`src/rtl/axi_burst_addr_gen_if.sv`:
```
// Command and beat-descriptor channels of the per-beat AXI address generator.
// The master side issues burst commands and consumes beats; the slave side is the generator.
interface axi_burst_addr_gen_if #(
   parameter int ADDR_WIDTH = 32
);
   logic                  cmd_valid_i;
   logic                  cmd_ready_o;
   logic [ADDR_WIDTH-1:0] cmd_addr_i;
   logic [7:0]            cmd_len_i;
   logic [2:0]            cmd_size_i;
   logic [1:0]            cmd_burst_i;
   logic                  beat_valid_o;
   logic                  beat_ready_i;
   logic [ADDR_WIDTH-1:0] beat_addr_o;
   logic [7:0]            beat_idx_o;
   logic                  beat_last_o;
   logic                  beat_err_o;

   modport master (
      output cmd_valid_i, cmd_addr_i, cmd_len_i, cmd_size_i, cmd_burst_i, beat_ready_i,
      input  cmd_ready_o, beat_valid_o, beat_addr_o, beat_idx_o, beat_last_o, beat_err_o
   );

   modport slave (
      input  cmd_valid_i, cmd_addr_i, cmd_len_i, cmd_size_i, cmd_burst_i, beat_ready_i,
      output cmd_ready_o, beat_valid_o, beat_addr_o, beat_idx_o, beat_last_o, beat_err_o
   );
endinterface

```
`src/rtl/axi_burst_addr_gen.sv`:
```
// Turns one AXI burst command into len+1 beat descriptors (address, index, last, error).
// Legality is decided once at accept; illegal bursts still emit the full beat count.
module axi_burst_addr_gen #(
   parameter int ADDR_WIDTH = 32,
   parameter int DATA_WIDTH = 64
) (
   input logic                 clk_i,
   input logic                 rst_ni,
   axi_burst_addr_gen_if.slave bus
);
   localparam logic [2:0]            MAX_SIZE    = 3'($clog2(DATA_WIDTH / 8));
   localparam logic [ADDR_WIDTH-1:0] ONE         = {{(ADDR_WIDTH-1){1'b0}}, 1'b1};
   localparam logic [1:0]            BURST_FIXED = 2'b00;
   localparam logic [1:0]            BURST_INCR  = 2'b01;
   localparam logic [1:0]            BURST_WRAP  = 2'b10;
   localparam logic [1:0]            BURST_RSVD  = 2'b11;

   typedef enum logic {IDLE, BURST} state_e;

   state_e                state_q, state_d;
   logic [ADDR_WIDTH-1:0] addr_q, addr_d;
   logic [ADDR_WIDTH-1:0] lower_q, lower_d;
   logic [ADDR_WIDTH-1:0] bound_q, bound_d;
   logic [7:0]            idx_q, idx_d;
   logic [7:0]            len_q, len_d;
   logic [2:0]            size_q, size_d;
   logic [1:0]            mode_q, mode_d;
   logic                  err_q, err_d;

   // Accept-time decode: effective generation mode, error flag and wrap window.
   logic [ADDR_WIDTH-1:0] acc_mask, acc_aligned, acc_last_addr, acc_container, acc_lower;
   logic                  acc_wrap_ok, acc_err;
   logic [1:0]            acc_mode;

   always_comb begin
      acc_mask      = (ONE << bus.cmd_size_i) - ONE;
      acc_aligned   = bus.cmd_addr_i & ~acc_mask;
      acc_last_addr = acc_aligned + ({{(ADDR_WIDTH-8){1'b0}}, bus.cmd_len_i} << bus.cmd_size_i);
      acc_container = {{(ADDR_WIDTH-9){1'b0}}, ({1'b0, bus.cmd_len_i} + 9'd1)} << bus.cmd_size_i;
      acc_lower     = bus.cmd_addr_i & ~(acc_container - ONE);
      acc_wrap_ok   = ((bus.cmd_len_i == 8'd1) || (bus.cmd_len_i == 8'd3) ||
                       (bus.cmd_len_i == 8'd7) || (bus.cmd_len_i == 8'd15)) &&
                      ((bus.cmd_addr_i & acc_mask) == '0);
      acc_mode      = bus.cmd_burst_i;
      acc_err       = (bus.cmd_size_i > MAX_SIZE);
      case (bus.cmd_burst_i)
         BURST_RSVD: begin
            acc_mode = BURST_FIXED;
            acc_err  = 1'b1;
         end
         BURST_WRAP: begin
            if (!acc_wrap_ok) begin
               acc_mode = BURST_FIXED;
               acc_err  = 1'b1;
            end
         end
         BURST_INCR: begin
            if (acc_last_addr[ADDR_WIDTH-1:12] != bus.cmd_addr_i[ADDR_WIDTH-1:12]) begin
               acc_err = 1'b1;
            end
         end
         default: ;
      endcase
   end

   // Address of the following beat; INCR realigns after the (possibly unaligned) first beat.
   logic [ADDR_WIDTH-1:0] beat_bytes, incr_next, wrap_next, next_addr;

   always_comb begin
      beat_bytes = ONE << size_q;
      incr_next  = (addr_q & ~(beat_bytes - ONE)) + beat_bytes;
      wrap_next  = addr_q + beat_bytes;
      if (wrap_next == bound_q) begin
         wrap_next = lower_q;
      end
      case (mode_q)
         BURST_INCR: next_addr = incr_next;
         BURST_WRAP: next_addr = wrap_next;
         default:    next_addr = addr_q;
      endcase
   end

   always_ff @(posedge clk_i or negedge rst_ni) begin
      if (!rst_ni) begin
         state_q <= IDLE;
         addr_q  <= '0;
         lower_q <= '0;
         bound_q <= '0;
         idx_q   <= '0;
         len_q   <= '0;
         size_q  <= '0;
         mode_q  <= BURST_FIXED;
         err_q   <= 1'b0;
      end else begin
         state_q <= state_d;
         addr_q  <= addr_d;
         lower_q <= lower_d;
         bound_q <= bound_d;
         idx_q   <= idx_d;
         len_q   <= len_d;
         size_q  <= size_d;
         mode_q  <= mode_d;
         err_q   <= err_d;
      end
   end

   always_comb begin
      state_d = state_q;
      addr_d  = addr_q;
      lower_d = lower_q;
      bound_d = bound_q;
      idx_d   = idx_q;
      len_d   = len_q;
      size_d  = size_q;
      mode_d  = mode_q;
      err_d   = err_q;
      case (state_q)
         IDLE: begin
            if (bus.cmd_valid_i) begin
               state_d = BURST;
               addr_d  = bus.cmd_addr_i;
               lower_d = acc_lower;
               bound_d = acc_lower + acc_container;
               idx_d   = '0;
               len_d   = bus.cmd_len_i;
               size_d  = bus.cmd_size_i;
               mode_d  = acc_mode;
               err_d   = acc_err;
            end
         end
         BURST: begin
            if (bus.beat_ready_i) begin
               if (idx_q == len_q) begin
                  state_d = IDLE;
               end else begin
                  idx_d  = idx_q + 8'd1;
                  addr_d = next_addr;
               end
            end
         end
         default: state_d = IDLE;
      endcase
   end

   always_comb begin
      bus.cmd_ready_o  = (state_q == IDLE);
      bus.beat_valid_o = (state_q == BURST);
      bus.beat_addr_o  = addr_q;
      bus.beat_idx_o   = idx_q;
      bus.beat_last_o  = (state_q == BURST) && (idx_q == len_q);
      bus.beat_err_o   = err_q;
   end
endmodule
```
`src/flat_wrapper.sv`:
```
// flat-port wrapper written by rule: the top's interface ports become plain ports
module axi_burst_addr_gen_flat 
#(
   parameter int ADDR_WIDTH = 32,
   parameter int DATA_WIDTH = 64
)
  (clk_i, rst_ni, bus_cmd_valid_i, bus_cmd_addr_i, bus_cmd_len_i, bus_cmd_size_i, bus_cmd_burst_i, bus_beat_ready_i, bus_cmd_ready_o, bus_beat_valid_o, bus_beat_addr_o, bus_beat_idx_o, bus_beat_last_o, bus_beat_err_o);
  axi_burst_addr_gen_if #(.ADDR_WIDTH(ADDR_WIDTH)) bus_i ();
  input logic clk_i;
  input logic rst_ni;
  input wire logic [$bits(bus_i.cmd_valid_i)-1:0] bus_cmd_valid_i;
  input wire logic [$bits(bus_i.cmd_addr_i)-1:0] bus_cmd_addr_i;
  input wire logic [$bits(bus_i.cmd_len_i)-1:0] bus_cmd_len_i;
  input wire logic [$bits(bus_i.cmd_size_i)-1:0] bus_cmd_size_i;
  input wire logic [$bits(bus_i.cmd_burst_i)-1:0] bus_cmd_burst_i;
  input wire logic [$bits(bus_i.beat_ready_i)-1:0] bus_beat_ready_i;
  output wire logic [$bits(bus_i.cmd_ready_o)-1:0] bus_cmd_ready_o;
  output wire logic [$bits(bus_i.beat_valid_o)-1:0] bus_beat_valid_o;
  output wire logic [$bits(bus_i.beat_addr_o)-1:0] bus_beat_addr_o;
  output wire logic [$bits(bus_i.beat_idx_o)-1:0] bus_beat_idx_o;
  output wire logic [$bits(bus_i.beat_last_o)-1:0] bus_beat_last_o;
  output wire logic [$bits(bus_i.beat_err_o)-1:0] bus_beat_err_o;
  assign bus_i.cmd_valid_i = bus_cmd_valid_i;
  assign bus_i.cmd_addr_i = bus_cmd_addr_i;
  assign bus_i.cmd_len_i = bus_cmd_len_i;
  assign bus_i.cmd_size_i = bus_cmd_size_i;
  assign bus_i.cmd_burst_i = bus_cmd_burst_i;
  assign bus_i.beat_ready_i = bus_beat_ready_i;
  assign bus_cmd_ready_o = bus_i.cmd_ready_o;
  assign bus_beat_valid_o = bus_i.beat_valid_o;
  assign bus_beat_addr_o = bus_i.beat_addr_o;
  assign bus_beat_idx_o = bus_i.beat_idx_o;
  assign bus_beat_last_o = bus_i.beat_last_o;
  assign bus_beat_err_o = bus_i.beat_err_o;
  axi_burst_addr_gen #(.ADDR_WIDTH(ADDR_WIDTH), .DATA_WIDTH(DATA_WIDTH)) u_core (.clk_i(clk_i), .rst_ni(rst_ni), .bus(bus_i));
endmodule
```
`config.mk`:
```
export PLATFORM = sky130hd
export DESIGN_NAME = axi_burst_addr_gen_flat
export DESIGN_NICKNAME = d
export VERILOG_FILES = /design/src/rtl/axi_burst_addr_gen_if.sv /design/src/rtl/axi_burst_addr_gen.sv /design/src/flat_wrapper.sv
export SDC_FILE = /design/constraint.sdc
export NUM_CORES = 1
export LEC_CHECK = 0
export CORE_ASPECT_RATIO = 0.5
export CORE_MARGIN = 3
export CORE_UTILIZATION = 60
export CTS_BUF_LIST = sky130_fd_sc_hd__clkbuf_8
export CTS_CLUSTER_DIAMETER = 120
export DETAILED_ROUTE_END_ITERATION = 8
export GPL_TIMING_DRIVEN = 0
export PLACE_DENSITY = 0.87
export SYNTH_ARGS = -nofsm -noshare
export SYNTH_HDL_FRONTEND = slang
export SYNTH_SLANG_ARGS = --single-unit
export TNS_END_PERCENT = 20
```
`constraint.sdc`:
```
create_clock -name clk_i -period 6.9 [get_ports clk_i]
set_clock_uncertainty 0.2 [all_clocks]
set_input_delay 1.38 -clock clk_i [delete_from_list [all_inputs] [get_ports clk_i]]
set_output_delay 1.38 -clock clk_i [all_outputs]
set_load 0.02 [all_outputs]
```
### Word level (Yosys, flattened, before mapping)

Cells that the tools add are included.

| operators by class | value |
|---|---|
| reduce and logical (&&, ||, !) cells | 9 |
| add/subtract/negate cells | 9 |
| magnitude comparators | 1 |
| shifts and indexed selects | 4 |
| mux-type cells | 19 |
| bitwise logic cells | 8 |
| eq/ne operators | 16 |

Operators with widths:

| kind | count |
|---|---|
| $add A32 B32 Y32 | 4 |
| $and A32 B32 Y32 | 4 |
| $mux W32 | 4 |
| $pmux W32 S2 | 2 |
| $not A32 Y32 | 3 |
| $sub A32 B1 Y32 const B | 3 |
| $shl A1 B3 Y32 const A | 2 |
| $eq A32 B32 Y1 | 1 |
| $logic_not A32 Y1 | 1 |
| $shl A8 B3 Y32 | 1 |
| $shl A9 B3 Y32 | 1 |
| $mux W8 | 3 |
| $ne A20 B20 Y1 | 1 |
| $pmux W8 S2 | 1 |
| $add A8 B1 Y9 const B | 1 |
| $add A8 B1 Y8 const B | 1 |
| $eq A8 B1 Y1 const B | 1 |
| $eq A8 B2 Y1 const B | 1 |
| $eq A8 B3 Y1 const B | 1 |
| $eq A8 B4 Y1 const B | 1 |
| $eq A8 B8 Y1 | 1 |
| $eq A2 B2 Y1 const B | 3 |
| $ne A2 B2 Y1 const B | 3 |
| $mux W1 | 5 |
| 13 further kinds | 17 |

| word-level totals | value |
|---|---|
| input bits | 49 |
| register bits after elaboration | 119 |
| word-level logic and storage cells | 75 |
| output and inout bits | 44 |

### Logic depth before layout (Yosys ltp)

Gate-level depths: netlist (run 1).

| logic depth | value |
|---|---|
| depth in word-level cells | 9 |
| depth in mapped cells | 24 |
| depth with buffers taken out | 20 |

### Worst setup path before layout (run 1)

No wires, ideal clock.

| timing | value |
|---|---|
| path kind | input-to-reg |
| start point | input bus_cmd_len_i[1] |
| end point | register u_core.bound_q[31] |
| setup slack | 0.837 ns |
| data required time | 6.574 ns |
| buffers on the path | 3 |
| library setup time | 0.126 ns |
| stages on the path | 22 |
| arrival time | 5.737 ns |
| cells stage by stage | buf_4 -> inv_1 -> ha_1 -> mux2i_1 -> a22oi_1 -> nand2_2 -> o31ai_4 -> and3_1 -> buf_2 -> and3_1 -> buf_4 -> nand2_1 -> nor3_1 -> xnor2_1 -> and2_1 -> ha_1 -> nand4_1 -> a2111o_1 -> o221ai_2 -> o211ai_1 -> or3_1 -> a221o_1 |

| on the way | value |
|---|---|
| word-level cells in the longest chain between the ends | 6 |

Ends and longest elaborated chain:

| what | line | source |
|---|---|---|
| start, declared | flat_wrapper.sv:13 | `input wire logic [$bits(bus_i.cmd_len_i)-1:0] bus_cmd_len_i;` |
| $add A8 B1 Y9 | axi_burst_addr_gen.sv:39 | `acc_container = {{(ADDR_WIDTH-9){1'b0}}, ({1'b0, bus.cmd_len_i} + 9'd1)} << bus.cmd_size_i;` |
| $shl A9 B3 Y32 | axi_burst_addr_gen.sv:39 |  |
| $sub A32 B1 Y32 | axi_burst_addr_gen.sv:40 | `acc_lower = bus.cmd_addr_i & ~(acc_container - ONE);` |
| $not A32 Y32 | axi_burst_addr_gen.sv:40 |  |
| $and A32 B32 Y32 | axi_burst_addr_gen.sv:40 |  |
| named net u_core.acc_lower[14] | axi_burst_addr_gen.sv:31 | `logic [ADDR_WIDTH-1:0] acc_mask, acc_aligned, acc_last_addr, acc_container, acc_lower;` |
| $add A32 B32 Y32 | axi_burst_addr_gen.sv:123 | `bound_d = acc_lower + acc_container;` |
| end signal, assigned | axi_burst_addr_gen.sv:98 | `bound_q <= bound_d;` |
| end, declared | axi_burst_addr_gen.sv:23 | `logic [ADDR_WIDTH-1:0] bound_q, bound_d;` |

The timed path passes the listed nets, and every way through them passes these cells.
A chain may end at the register's enable or synchronous reset.

### Worst setup path after layout (run 1)

| timing | value |
|---|---|
| start point | input bus_cmd_len_i[1] |
| end point | register u_core.bound_q[21] |

Same word-level chain as after synthesis.

==> results.cfg, run 1 <==
[run_status]
status = finished clean

[setup_path]
required_ns = 7.12
crit_chain = clkdlybuf4s50_1, buf_4, inv_1, ha_4, nand2_1, a21boi_1, mux2_2, and2_1, xnor2_1, and2_1, ha_1, nand4_1, o21ai_0, a22oi_1, a211o_1, a21oi_1, a21oi_1, a211o_1, o31a_1, o31ai_2, mux2_2, nand2_1
cp_top_family = compound AO/OA/AOI/OAI gates
cp_max_fo = 10
max_stage_delay_ns = 0.51
setup.worst_path.start_class = input port
crit_arrival_ns = 6.96
path_class = in2reg
path_buf_inv = 3
end_kind = flip-flop
crit_slowest_cell = clkdlybuf4s50_1

[detailed_routing]
vias = 13400
via_per_inst = 7.03
ant_nets = 0
dr.first_iter.drc_count = 1840
drc = 0
first_pass_iters = 7
wl_mm = 47.9
drt-wirelength-per-cell_um = 25.1

[global_routing]
grt_overflow = 0
groute.usage.overall_pct = 42.9
grt_max_degree = 96
grt_pass1_vias = 12400
antenna_found_initial = 0
grt_pass1_wl_mm = 70.7

[cts]
htreeDepth = 4
path_clk_slew_ns = 0.08
clk_path_buf_depth = 2
ctsHoldBuffers = 0
cts_root_buf = clkbuf_8
cts_sinks = 119
clock_latency_ns = 0.49
cts_tree = yes
cts_buffers = 17

[synth]
yosysTopAreaCellShare_pct = 25.1
avgSynthCellArea_um2 = 7.77
synth_seq_cells = 119
syn-cell-area_um2 = 11900
async_flop_share_pct = 100
synth_ff_type = dfrtp_1
syn_nets = 1621
synth_seq_area_share_pct = 25.1
ys_warn_count = 0
ys_types = 99
syn_inst = 1528
synth_most_common_cell = nand2_1
synth_largest_area_cell = dfrtp_1
netlist_top_cells_count = nand2_1 (212), dfrtp_1 (119), o21ai_0 (115), nor2_1 (110), a21oi_1 (91)
synth_edf_count = 0
synth.area.top_cells = dfrtp_1 (25%), nand2_1 (6.7%), xnor2_1 (5.6%), o21ai_0 (4.8%), ha_1 (4.5%)

[final_layout]
syn_to_final_growth_pct = 14.5
n_antenna_cell = 0
fin_area_um2 = 13600
fin_cells = 1908
layout-drive-gt1-share_pct = 8.55
fin_nets = 1730

[worst_hold_path]
hold_class = reg2reg

[timing]
tightest_slew_ns = 1.29
fin_crit_ns = 6.74
fmax_ghz = 0.148
worst_hold_slack_ns = 0.278
setup_slack_ns = 0.161
drv_slew = 0
hold_violations = 0
finalSetupViolations = 0
rsz0062_at_grt = no
relSlewSlack_pct = 12.9
fin_crit_sh_pct = 97.7

[placement]
gp_congestion = 1.07
io_buffer_count = 85
placed_cell_area_um2 = 13100
hpwl_mm = 36.0
place_inst = 1874
pre_cts_ws_ns = -0.532

[die]
die_x_um = 205
die_h_um = 105
num_rows = 35
die_area_um2 = 21600
pin_count = 93
core-area_um2 = 18900
initial_utilization_pct = 62.9

[power]
power.leakage_uw = 0.00583
vdd_drop_max_mv = 0.278
powerDensity_nw_per_um2 = 339

[job]
max-cap-violations = 0
[through the flow]
| stage | total power (uW) | utilization (%) | TNS (ns) |
|---|---|---|---|
| finish | 4610 | 72.0 | 0 |
| global route | 4810 | 72.0 | 0 |
| CTS | 4480 | 71.6 | 0 |
| detailed placement | 3770 | 69.3 | -2.52 |
| global placement | 3660 | 69.1 | -58.13 |
| floorplan | 2910 | - | 0 |
[tightest hold or removal path, delay by kind of cell, from the launching register on]
kind | cells | cell delay [ns]
simple gates | 2 | 0.10
flops | 1 | 0.34
[flip-flops by register name, indices dropped and copies added, names as in the netlist]
signal                   cells
u_core.bound_q              32
u_core.bus.beat_addr_o      32
u_core.lower_q              32
u_core.bus.beat_idx_o        8
u_core.len_q                 8
u_core.size_q                3
u_core.mode_q                2
u_core.bus.beat_err_o        1
u_core.bus.beat_valid_o      1
[kinds of logic after synthesis]
family                   after synthesis  share of synthesized area, %
XOR/XNOR                             136                          10.5
flip-flops                           119                          25.1
AND/OR/NAND/NOR                      593                          24.8
multiplexers                          59                          5.28
buffers and inverters                157                          6.05
adder cells (fa/ha/maj)               44                          4.70
AO/OA/AOI/OAI                        420                          23.5
[cells in the final DEF (no fill, tap or decap), types with 10 or more instances in the layout]
cell type | synthesis | routed
o22ai_1 | 10 | 10
mux2i_1 | 39 | 38
nand4_1 | 16 | 16
nor3_1 | 37 | 35
buf_4 | 12 | 17
buf_2 | 17 | 17
and3_1 | 39 | 39
a21o_1 | 23 | 23
o21ai_0 | 115 | 115
nor2b_1 | 14 | 14
mux2_2 | 16 | 16
a21oi_1 | 91 | 91
clkbuf_8 | 0 | 18
inv_1 | 47 | 49
o31ai_1 | 18 | 17
xor2_1 | 56 | 56
nand2_1 | 212 | 212
nor4_1 | 10 | 10
o211ai_1 | 16 | 16
and2_1 | 22 | 22
dfrtp_1 | 119 | 119
a31oi_1 | 18 | 18
a211o_1 | 17 | 17
nand3_1 | 50 | 50
clkdlybuf4s50_1 | 0 | 84
xnor2_1 | 76 | 76
ha_1 | 43 | 41
clkbuf_1 | 65 | 63
nand2b_1 | 14 | 14
nor2_1 | 110 | 110
or3_1 | 19 | 19
[path summary, 6_finish.rpt]
kind	cells past startpoint	start	slack [ns]	endpoint
setup reg to reg	19	u_core.size_q[0]	0.44	u_core.bus.beat_addr_o[24]
hold reg to reg	2	u_core.lower_q[22]	0.28	u_core.lower_q[22]
min in group asynchronous	1	rst_ni	0.55	u_core.bus.beat_valid_o
hold / removal	2	u_core.lower_q[22]	0.28	u_core.lower_q[22]
max in group asynchronous	2	rst_ni	5.17	u_core.mode_q[1]
setup / recovery	22	bus_cmd_len_i[1]	0.16	u_core.bound_q[21]
[layout make-up]
type                    instances  area (um2)
clock buffers                  18         248
fillers                      1503        5280
plain buffers                 107         531
clock inverters                13         156
inverters                      48         180
well taps                     259         324
flip-flops and latches        119        2980
multi-input cells            1252        8250
repair buffers                 92         927
[power breakdown]
part	total, uW	internal (uW)	switching (uW)
sequential	1320	990	328
clock	696	363	334
combinational	2600	1040	1560
[timing repair]
item | in CTS | in global routing
endpoints found under the setup margin | 1 | 10
pin swaps | 1 | 5
setup buffers | 0 | 5
cloned | 0 | 0
resized for setup | 3 | 8
[per-layer routing]
metal	track usage (%)	vias to the layer above	share of wire (%)
met1	57.3	6333	38
met3	16.3	251	16
li1	-	5705	-
met2	62.6	1131	41
met4	17.2	0	5.0
met5	0	-	0
Note: power is estimated with default switching activity, not from simulation.
==> inputs of run 2 (changes only) <==
- SETUP_SLACK_MARGIN: unset -> 0.05
==> results.cfg, run 2 (synthesis results as in run 1) <==
[run_status]
status = complete, but fails checks
violations = design-rule violations

[detailed_routing]
wl_mm = 47.8
ant_nets = 0
via_per_inst = 7.01
route.met3.wl_mm = 7.39
top_layer = met4
dr.first_iter.drc_count = 1979
wl_met1_mm = 18.5
vias = 13400
first_pass_iters = 9
drc = 2
drt-wirelength-per-cell_um = 25.1
wl_met2_mm = 19.6

[power]
power.leakage_uw = 0.00583
intPower_uw = 2390
vdd_drop_max_mv = 0.276
clkPwrFrac_pct = 15.1
power_frac_comb_pct = 56.3
power_uw = 4610
switchingPower_uw = 2220
powerDensity_nw_per_um2 = 340
p_seq_share_pct = 28.6
swShare_pct = 48.1

[global_routing]
grt_pass1_wl_mm = 70.7
grt_pass1_vias = 12400
grt_overflow = 0
groute.usage.overall_pct = 42.9
grt_max_degree = 96
antenna_found_initial = 0

[final_layout]
multi_input_area_um2 = 8230
n_antenna_cell = 0
fillCellCount = 1503
final_common_cell = nand2_1
syn_to_final_growth_pct = 14.5
layout_common_cells = nand2_1 (212), dfrtp_1 (119), o21ai_0 (115)
fin_nets = 1731
layout-drive-gt1-share_pct = 8.55
register_area_um2 = 2980
utilization_pct = 72.0

[timing]
drv_slew = 0
hold_violations = 0
fin_crit_sh_pct = 97.0
tightest_slew_ns = 1.15
rsz0062_at_grt = yes
fmax_ghz = 0.149
fin_crit_ns = 6.69
relSlewSlack_pct = 22.6
finalSetupViolations = 0

[setup_path]
r2r_end = u_core.bus.beat_addr_o[24]
r2r_start = u_core.size_q[0]
crit_arrival_ns = 6.91
crit_slowest_cell = clkdlybuf4s50_1
r2r_slack_ns = 0.42
cp_max_fo = 10
crit_chain = clkdlybuf4s50_1, buf_4, inv_1, ha_1, nand2_1, a21boi_1, mux2_2, and2_1, xnor2_1, and2_1, ha_1, nand4_1, o21ai_0, a22oi_1, a211o_1, a21oi_1, a21oi_1, a211o_1, o31a_1, o31ai_4, mux2_2, nand2_1
setup.worst_path.start_class = input port
required_ns = 7.12
end_kind = flip-flop
reg2regPathDepth = 19
path_class = in2reg
max_stage_delay_ns = 0.51

[cts]
clk_path_buf_depth = 2
ctsHoldBuffers = 0
cts_buffers = 17
cts_sinks = 119
htreeDepth = 4
cts_root_buf = clkbuf_8
clock_latency_ns = 0.48
path_clk_slew_ns = 0.08
cts_tree = yes

[job]
max-cap-violations = 0

[die]
die_area_um2 = 21600
die_x_um = 205
initial_utilization_pct = 62.9
die_h_um = 105
pin_count = 93
core-area_um2 = 18900
num_rows = 35

[placement]
gp_congestion = 1.07
hpwl_mm = 36.0
io_buffer_count = 85

[worst_hold_path]
min_from = u_core.lower_q[22]
hold_class = reg2reg
hold_path_depth = 2
holdPathEnd = u_core.lower_q[22]
-- run 2: stage by stage --
step	cells	hold WS (ns)	cell area, um2	setup WS [ns]	setup TNS (ns)
global placement	1872	0.256	13000	-0.496	-58.13
floorplan	1528	0.239	11900	0.837	0
CTS	1905	0.276	13500	0.0571	0
global route	1909	0.301	13600	0.0217	0
detailed placement	1874	0.258	13100	-0.532	-2.52
finish	1909	0.279	13600	0.206	0
-- run 2: area by class of cell --
| type | count | share of cell area, % |
|---|---|---|
| Clock buffer | 18 | 1.82 |
| Clock inverter | 13 | 1.15 |
| Multi-Input combinational cell | 1252 | 60.6 |
| Tap cell | 259 | 2.39 |
| Sequential cell | 119 | 21.9 |
| Inverter | 48 | 1.33 |
| Timing Repair Buffer | 93 | 6.88 |
| Buffer | 107 | 3.91 |
-- run 2: power by group through the flow --
stage / Clock [uW] / Sequential (uW) / Combinational, uW
floorplan: 0 / 1310 / 1600
global placement: 0 / 1300 / 2370
detailed placement: 0 / 1310 / 2460
CTS: 682 / 1300 / 2500
global route: 721 / 1340 / 2750
finish: 695 / 1320 / 2600
-- run 2: worst max path at each step --
| stage | from | endpoint | slack (ns) | depth (start not counted) |
|---|---|---|---|---|
| after global placement | rst_ni | u_core.lower_q[23] | -0.50 | 1 |
| after detailed placement | bus_cmd_len_i[1] | u_core.bound_q[31] | -0.53 | 21 |
| after CTS | bus_cmd_len_i[1] | u_core.bound_q[31] | 0.06 | 22 |
| after global routing | bus_cmd_len_i[1] | u_core.bound_q[31] | 0.02 | 20 |
| final | bus_cmd_len_i[1] | u_core.bound_q[21] | 0.21 | 22 |
| after floorplan | bus_cmd_len_i[1] | u_core.bound_q[31] | 0.84 | 22 |
-- run 2: routing by layer --
metal,up-vias,global-route usage [%]
li1,5716,-
met1,6315,57.4
met2,1106,62.4
met3,245,16.4
met4,0,17.3
met5,-,0
-- run 2: repair_timing --
item | in CTS | in global routing
gates resized for setup | 3 | 7
pin swaps | 1 | 4
setup buffers | 1 | 5
endpoints found under the setup margin | 1 | 12
-- run 2: worst max-delay path, delay by kind of cell --
kind	cells	cell delay [ns]
xor+xnor	1	0.12
buf+inv	3	0.79
compound gates	9	2.55
simple gates	5	0.65
mux	2	0.71
fa+ha+maj	2	0.70
